[config.mk]
export PLATFORM = sky130hd
export DESIGN_NAME = iic_slave_flat
export DESIGN_NICKNAME = d
export VERILOG_FILES = /design/src/rtl/iic_slave_if.sv /design/src/rtl/iic_slave.sv /design/src/flat_wrapper.sv
export SDC_FILE = /design/constraint.sdc
export NUM_CORES = 1
export LEC_CHECK = 0
export CORE_ASPECT_RATIO = 1.25
export CORE_MARGIN = 4
export CORE_UTILIZATION = 50
export CTS_CLUSTER_DIAMETER = 40
export CTS_CLUSTER_SIZE = 8
export DETAILED_ROUTE_END_ITERATION = 12
export PLACE_DENSITY = 0.82
export SLEW_MARGIN = 20
export SYNTH_ARGS = -nofsm -noshare
export SYNTH_HDL_FRONTEND = slang
export SYNTH_SLANG_ARGS = --single-unit
[constraint.sdc]
create_clock -name CLK -period 5.7 [get_ports CLK]
set_clock_uncertainty 0.15 [all_clocks]
set_input_delay 1.71 -clock CLK [delete_from_list [all_inputs] [get_ports CLK]]
set_output_delay 1.71 -clock CLK [all_outputs]
set_load 0.02 [all_outputs]
[src/rtl/iic_slave_if.sv]
// Bus-side signal bundle for the I2C slave: pad-level SCL/SDA plus the
// byte-level receive/transmit handshake toward the local logic.
interface iic_slave_if;
  logic       SCL;
  logic       SDA_In;
  logic       SDA_Oe;
  logic [7:0] Rx_Data;
  logic       Rx_Valid;
  logic [7:0] Tx_Data;
  logic       Tx_Req;
  logic       Busy;

  modport slave (
    input  SCL, SDA_In, Tx_Data,
    output SDA_Oe, Rx_Data, Rx_Valid, Tx_Req, Busy
  );

  modport master (
    output SCL, SDA_In, Tx_Data,
    input  SDA_Oe, Rx_Data, Rx_Valid, Tx_Req, Busy
  );
endinterface

[src/rtl/iic_slave.sv]
// Oversampling I2C slave: synchronizes SCL/SDA into the CLK domain, decodes
// START/STOP, matches a 7-bit address and moves bytes in both directions.
module iic_slave #(
  parameter logic [6:0] ADDR     = 7'h50,
  parameter int         CLK_FREQ = 50_000_000
) (
  input  logic        CLK,
  input  logic        RST,
  iic_slave_if.slave  bus
);

  // 16x a 100 kHz bus is the slowest usable system clock.
  if (CLK_FREQ < 1_600_000) begin : g_clk_too_slow
    $error("iic_slave: CLK_FREQ too low for 16x oversampling");
  end

  typedef enum logic [2:0] {
    S_IDLE, S_ADDR, S_ADDR_ACK, S_WRITE, S_WRITE_ACK, S_READ, S_READ_ACK, S_IGNORE
  } state_t;

  state_t      state, state_n;
  logic [2:0]  cnt, cnt_n;
  logic        sda_oe, oe_n;
  logic        ack_phase, ack_n;
  logic        busy, busy_n;
  logic [7:0]  rx_data, rx_data_n;
  logic        rx_valid, rx_valid_n;
  logic        tx_req, tx_req_n;
  logic [6:0]  rx_shift, rx_sh_n;
  logic [6:0]  tx_shift, tx_sh_n;

  logic scl_p0, scl_p1, scl_p2;
  logic sda_p0, sda_p1, sda_p2;
  logic scl_rise, scl_fall, start_det, stop_det;

  // Stage p0/p1: synchronizer, p2: history for edge detection.
  always_ff @(posedge CLK or posedge RST) begin
    if (RST) begin
      {scl_p0, scl_p1, scl_p2} <= 3'b111;
      {sda_p0, sda_p1, sda_p2} <= 3'b111;
    end else begin
      {scl_p0, scl_p1, scl_p2} <= {bus.SCL, scl_p0, scl_p1};
      {sda_p0, sda_p1, sda_p2} <= {bus.SDA_In, sda_p0, sda_p1};
    end
  end

  assign scl_rise  = scl_p1 & ~scl_p2;
  assign scl_fall  = ~scl_p1 & scl_p2;
  assign start_det = scl_p1 & scl_p2 & sda_p2 & ~sda_p1;
  assign stop_det  = scl_p1 & scl_p2 & ~sda_p2 & sda_p1;

  always_comb begin
    state_n    = state;
    cnt_n      = cnt;
    oe_n       = sda_oe;
    ack_n      = ack_phase;
    busy_n     = busy;
    rx_data_n  = rx_data;
    rx_valid_n = 1'b0;
    tx_req_n   = 1'b0;
    rx_sh_n    = rx_shift;
    tx_sh_n    = tx_shift;
    if (start_det || stop_det) begin
      state_n = start_det ? S_ADDR : S_IDLE;
      cnt_n   = 3'd0;
      oe_n    = 1'b0;
      ack_n   = 1'b0;
      busy_n  = 1'b0;
    end else begin
      case (state)
        S_ADDR, S_WRITE: begin
          if (scl_rise) begin
            rx_sh_n = {rx_shift[5:0], sda_p1};
            cnt_n   = cnt + 3'd1;
            if (cnt == 3'd7) begin
              ack_n = 1'b0;
              if (state == S_WRITE) begin
                rx_data_n  = {rx_shift, sda_p1};
                rx_valid_n = 1'b1;
                state_n    = S_WRITE_ACK;
              end else if (rx_shift == ADDR) begin
                busy_n  = 1'b1;
                state_n = S_ADDR_ACK;
              end else begin
                state_n = S_IGNORE;
              end
            end
          end
        end
        // First SCL fall asserts the ACK, the second one ends the ACK bit.
        S_ADDR_ACK, S_WRITE_ACK: begin
          if (scl_fall) begin
            if (!ack_phase) begin
              oe_n  = 1'b1;
              ack_n = 1'b1;
            end else begin
              ack_n = 1'b0;
              if (state == S_WRITE_ACK || !rx_shift[0]) begin
                oe_n    = 1'b0;
                state_n = S_WRITE;
              end else begin
                state_n  = S_READ;
                tx_req_n = 1'b1;
                tx_sh_n  = bus.Tx_Data[6:0];
                oe_n     = ~bus.Tx_Data[7];
              end
            end
          end
        end
        S_READ: begin
          if (scl_rise) begin
            cnt_n = cnt + 3'd1;
          end else if (scl_fall) begin
            if (cnt == 3'd0) begin
              oe_n    = 1'b0;
              ack_n   = 1'b0;
              state_n = S_READ_ACK;
            end else begin
              oe_n    = ~tx_shift[6];
              tx_sh_n = {tx_shift[5:0], 1'b0};
            end
          end
        end
        S_READ_ACK: begin
          if (scl_rise) begin
            if (!sda_p1) ack_n = 1'b1;
            else         state_n = S_IGNORE;
          end else if (scl_fall && ack_phase) begin
            ack_n    = 1'b0;
            state_n  = S_READ;
            tx_req_n = 1'b1;
            tx_sh_n  = bus.Tx_Data[6:0];
            oe_n     = ~bus.Tx_Data[7];
          end
        end
        default: ;
      endcase
    end
  end

  always_ff @(posedge CLK or posedge RST) begin
    if (RST) begin
      state     <= S_IDLE;
      cnt       <= 3'd0;
      sda_oe    <= 1'b0;
      ack_phase <= 1'b0;
      busy      <= 1'b0;
      rx_data   <= 8'h00;
      rx_valid  <= 1'b0;
      tx_req    <= 1'b0;
    end else begin
      state     <= state_n;
      cnt       <= cnt_n;
      sda_oe    <= oe_n;
      ack_phase <= ack_n;
      busy      <= busy_n;
      rx_data   <= rx_data_n;
      rx_valid  <= rx_valid_n;
      tx_req    <= tx_req_n;
    end
  end

  always_ff @(posedge CLK) begin
    rx_shift <= rx_sh_n;
    tx_shift <= tx_sh_n;
  end

  assign bus.SDA_Oe   = sda_oe;
  assign bus.Rx_Data  = rx_data;
  assign bus.Rx_Valid = rx_valid;
  assign bus.Tx_Req   = tx_req;
  assign bus.Busy     = busy;

endmodule
[src/flat_wrapper.sv]
// flat-port wrapper written by rule: the top's interface ports become plain ports
module iic_slave_flat 
#(
  parameter logic [6:0] ADDR     = 7'h50,
  parameter int         CLK_FREQ = 50_000_000
)
  (CLK, RST, bus_SCL, bus_SDA_In, bus_Tx_Data, bus_SDA_Oe, bus_Rx_Data, bus_Rx_Valid, bus_Tx_Req, bus_Busy);
  iic_slave_if bus_i ();
  input  logic CLK;
  input  logic RST;
  input wire logic [$bits(bus_i.SCL)-1:0] bus_SCL;
  input wire logic [$bits(bus_i.SDA_In)-1:0] bus_SDA_In;
  input wire logic [$bits(bus_i.Tx_Data)-1:0] bus_Tx_Data;
  output wire logic [$bits(bus_i.SDA_Oe)-1:0] bus_SDA_Oe;
  output wire logic [$bits(bus_i.Rx_Data)-1:0] bus_Rx_Data;
  output wire logic [$bits(bus_i.Rx_Valid)-1:0] bus_Rx_Valid;
  output wire logic [$bits(bus_i.Tx_Req)-1:0] bus_Tx_Req;
  output wire logic [$bits(bus_i.Busy)-1:0] bus_Busy;
  assign bus_i.SCL = bus_SCL;
  assign bus_i.SDA_In = bus_SDA_In;
  assign bus_i.Tx_Data = bus_Tx_Data;
  assign bus_SDA_Oe = bus_i.SDA_Oe;
  assign bus_Rx_Data = bus_i.Rx_Data;
  assign bus_Rx_Valid = bus_i.Rx_Valid;
  assign bus_Tx_Req = bus_i.Tx_Req;
  assign bus_Busy = bus_i.Busy;
  iic_slave #(.ADDR(ADDR), .CLK_FREQ(CLK_FREQ)) u_core (.CLK(CLK), .RST(RST), .bus(bus_i));
endmodule
# --- After elaboration in Yosys (flattened, before gate mapping) ---
# Cells that the tools add are included.
# W data, S select, Z words.
totals:
  reg_bits: 39
  input_bits: 12
  output_inout_bits: 12
  wordCells: 152
op_classes:
  addsub: 1
  eq_ne: 29
  n_mux: 68
  n_bitwise: 14
  reduce_logical: 24
ops:
  columns: ["op", "n"]
  rows:
  - ["$mux W7", 8]
  - ["$mux W3", 17]
  - ["$mux W1", 38]
  - ["$ne A3 B1 Y1 const B", 7]
  - ["$pmux W7 S3", 1]
  - ["$reduce_and A10 Y1", 2]
  - ["$eq A3 B3 Y1 const B", 4]
  - ["$pmux W3 S4", 1]
  - ["$ne A2 B1 Y1 const B", 5]
  - ["$reduce_and A5 Y1", 2]
  - ["$reduce_bool A2 Y1", 5]
  - ["$reduce_and A9 Y1", 1]
  - ["$ne A2 B2 Y1 const B", 4]
  - ["$and A1 B1 Y1", 7]
  - ["$eq A7 B7 Y1 const B", 1]
  - ["$not A1 Y1", 7]
  - ["$eq A3 B2 Y1 const B", 2]
  - ["$ne A3 B3 Y1 const B", 2]
  - ["$reduce_and A6 Y1", 1]
  - ["$reduce_bool A5 Y1", 1]
  - ["$ne A4 B1 Y1 const B", 1]
  - ["$ne A4 B3 Y1 const B", 1]
  - ["$ne A4 B4 Y1 const B", 1]
  - ["$pmux W1 S4", 1]
  - ["14 further kinds", 16]

# --- Depth between registers and ports, before layout ---
depth:
  depth_word: 7
  ltp_mapped: 8
  mapped_depth_nobuf: 7

# --- Worst setup path before layout ---
# Ideal clock, no wire load.
synth_timing:
  path_type: "input -> register"
  from: "input bus_Tx_Data[7]"
  to: "register u_core.sda_oe, in the netlist u_core.bus.SDA_Oe"
  setup_ns: 0.137
  t_arrival_ns: 2.145
  required_time_ns: 5.413
  setup_slack_ns: 3.268
  stages: 4
  path_buffers: 0
  path_cell_list: "o22ai_1 > a22oi_1 > o311a_1 > nor3_1"
synth_via:
  elab_chain_len: 6
synth_rtl:
  columns: ["item", "line", "rtl"]
  rows:
  - ["from (decl)", "flat_wrapper.sv:13", "input wire logic [$bits(bus_i.Tx_Data)-1:0] bus_Tx_Data;"]
  - ["$not A1 Y1 (*)", "iic_slave.sv:105, iic_slave.sv:133", null]
  - ["$mux W1", "iic_slave.sv:98", "if (state == S_WRITE_ACK || !rx_shift[0]) begin"]
  - ["$mux W1", "iic_slave.sv:93", "if (!ack_phase) begin"]
  - ["$mux W1", "iic_slave.sv:92", "if (scl_fall) begin"]
  - ["$pmux W1 S3 (*)", "iic_slave.sv:70", "case (state)"]
  - ["$mux W1 (*)", "iic_slave.sv:63", "if (start_det || stop_det) begin"]
  - ["to (signal assigned)", "iic_slave.sv:154", "sda_oe <= oe_n;"]
  - ["to (decl)", "iic_slave.sv:23", "logic sda_oe, oe_n;"]
# Mark *: on every way between the ends. The rest lies on a longest branch, timed or not. The select of a mux whose other input is x is not followed.
# A chain may end at the register's enable or synchronous reset.

# --- Final worst setup path ---
layout_timing:
  from: "register u_core.sda_oe, in the netlist u_core.bus.SDA_Oe"
  to: "output bus_SDA_Oe"
layout_lines:
  columns: ["item", "line", "rtl"]
  rows:
  - ["to (decl)", "flat_wrapper.sv:14", "output wire logic [$bits(bus_i.SDA_Oe)-1:0] bus_SDA_Oe;"]
# No word-level cell between the ends.

==> flow_summary.toml <==
[detailed_routing]
via_per_inst = 5.963
first_iter_violations = 83
drcViolationCount = 0
antenna_left = 0
wl_um = 3472
drtPass1Iterations = 4
wl_per_cell_um = 16.22
vias = 1276

[sta]
worstMarginPinSlew_ps = 918.6
grt_setup_unrepaired = "false"
setup_slack_ps = 2562
hold_ws_ps = 206.1
period_needed_ps = 3138
setup_viol = 0
relSlewSlack_pct = 38.29
fmax_mhz = 318.7
final.period_utilization_pct = 55.05
tns_ps = 0
finalHoldViolCount = 0
slew_violations = 0

[synth]
ys.flop_type = "dfrtp_1"
synth_edf_count = 14
synth_seq_cells = 39
syn-num-nets = 164
ys_warn_count = 0
syn_area_mm2 = 0.001813
yosysTopAreaCellShare_pct = 26.22
yosys.area.top_type = "dfrtp_1"
syn_avg_cell_area_um2 = 12.17
synthTopCellsByArea = "dfrtp_1 (26%), edfxtp_1 (23%), dfstp_2 (8.7%)"
ys_seq_area_share_pct = 58.11
async_flop_share_pct = 64.10
yosysUniqueCellTypes = 48
synth_cells = 149

[clocking]
cts_root_buffer = "clkbuf_8"
clkLatencyLatePin_ps = 290
cts-htree-levels = 2
postCtsHoldBufs = 0
tritoncts = "built"
numCtsBuffers = 5
clk_pin_slew_ps = 70
postCtsResizedCells = 0
clock-sinks = 39
cts_buffer_depth = 2
postCtsSetupBuffers = 0

[floorplan]
die_area_mm2 = 0.004660
top_level_ports = 24
chipHeight_um = 75.33
start_util_pct = 52.05
coreArea_mm2 = 0.003483
die_w_um = 61.86
core.rowCount = 24

[placed_design]
placed_cells = 206
dp_slack_ps = 2610
io_buffers = 23
routabilityCongestion = 0.9527
hpwl_um = 2624
place_area_mm2 = 0.002066

[pwr]
power.share.sequential_pct = 44.9
p_int_uw = 596.6
finalPower_uw = 913.4
peakVddDrop_mv = 0.3127
clockPowerShare_pct = 22.1
swShare_pct = 34.69
pwr-share-comb_pct = 33.0
powerDensity_mw_per_mm2 = 421.5
total_leakage_power_nw = 0.9064
power.switching_uw = 316.8

[global_route]
grt_first_pass_wirelength_um = 5761
antenna_found_initial = 0
grt_max_degree = 26
grt_pass1_vias = 1316
track_usage_pct = 16.91
globalRouteOverflowTotal = 0

[layout]
layoutNonFillerInstCount = 214
drive_gt1_share_pct = 17.14
stdcell_area_mm2 = 0.002167
final_common_cell = "clkdlybuf4s50_1"
final_cell_mix = "clkdlybuf4s50_1 (23), dfrtp_1 (19), edfxtp_1 (14)"
utilization_pct = 62.21
n_antenna_cell = 0
area_growth_pct = 19.53
nets = 189

[setup_path]
cpPeakStageDelay_ps = 620
path_cells = "clkdlybuf4s50_1"
critPathBufInv = 1
cp-start-kind = "flip-flop"
crit_family = "buffers and inverters"
cp_max_fo = 2
critPathLaunch = "u_core.bus.SDA_Oe"
r2r_start = "u_core.state[0]"
worst-endpoint-arrival_ps = 1280
worst-setup-path-type = "reg -> out"
critical_path_required_ps = 3840
critPathCaptureType = "primary output"
slowest_stage = "clkdlybuf4s50_1"

[hold_path]
worstHoldStart = "u_core.scl_p0"
min_path_type = "reg -> reg"

[outcome]
status = "finished clean"

[run]
maxCapViolCount = 0
registers in the layout (all words and copies together) (netlist names):
register	count
u_core.rx_shift	7
u_core.sda_p1	1
u_core.sda_p0	1
u_core.bus.Rx_Data	8
u_core.state	3
u_core.scl_p2	1
u_core.sda_p2	1
u_core.bus.Tx_Req	1
u_core.scl_p1	1
u_core.bus.Busy	1
u_core.cnt	3
u_core.ack_phase	1
u_core.bus.SDA_Oe	1
u_core.bus.Rx_Valid	1
u_core.tx_shift	7
u_core.scl_p0	1
layout make-up:
cell class | count | area [um2]
Inverter | 11 | 41.29
Tap cell | 39 | 48.80
Multi-Input combinational cell | 94 | 691.9
Clock buffer | 8 | 101.3
Fill cell | 268 | 1316
Timing Repair Buffer | 23 | 230.2
Sequential cell | 39 | 1054
kinds of logic (layout without fill, tap and decap cells):
kind of cell	count (synthesis)	after routing	synth area share, %
simple gates	41	41	12.98
flops	39	39	58.11
compound gates	33	33	13.11
buf+inv	16	42	3.726
mux	14	14	8.558
fa+ha+maj	3	3	2.071
xor+xnor	3	3	1.450
layer usage:
layer	wire length [um]	up-vias	track usage [%]
met5	0	-	0
met1	1292	612	18.98
met2	1846	55	29.22
met3	260	8	6.271
li1	-	601	-
met4	73	0	5.660
synth_stat cells (2+ instances only):
library cell	count
a211oi_1	2
a21oi_1	3
and2b_4	2
and3_1	2
buf_2	3
dfrtp_1	19
dfstp_2	6
edfxtp_1	14
ha_1	3
inv_1	10
mux2_1	2
mux2_2	10
mux2i_1	2
nand2_1	6
nand3_1	5
nand4_1	2
nor2_1	10
nor2b_1	5
nor3_1	2
o211ai_1	2
o21ai_0	5
o21ai_1	3
o22ai_1	3
o32ai_1	2
xnor2_1	3
final timing paths:
check | end | slack [ps] | depth (start not counted)
min in group asynchronous | u_core.bus.Rx_Valid | 1770 | 2
max reg2reg | u_core.tx_shift[0] | 3210 | 5
min reg2reg | u_core.scl_p1 | 210 | 0
max | bus_SDA_Oe | 2560 | 1
max in group asynchronous | u_core.ack_phase | 3050 | 2
min | u_core.scl_p1 | 210 | 0
power groups by stage:
stage,clock network (mW),registers [mW],logic [mW]
after global placement,0,0.406,0.279
final,0.202,0.410,0.301
after CTS,0.208,0.408,0.301
after global routing,0.219,0.418,0.331
after detailed placement,0,0.414,0.300
after floorplan,0,0.372,0.266
Power figures use the tool's default switching activity.
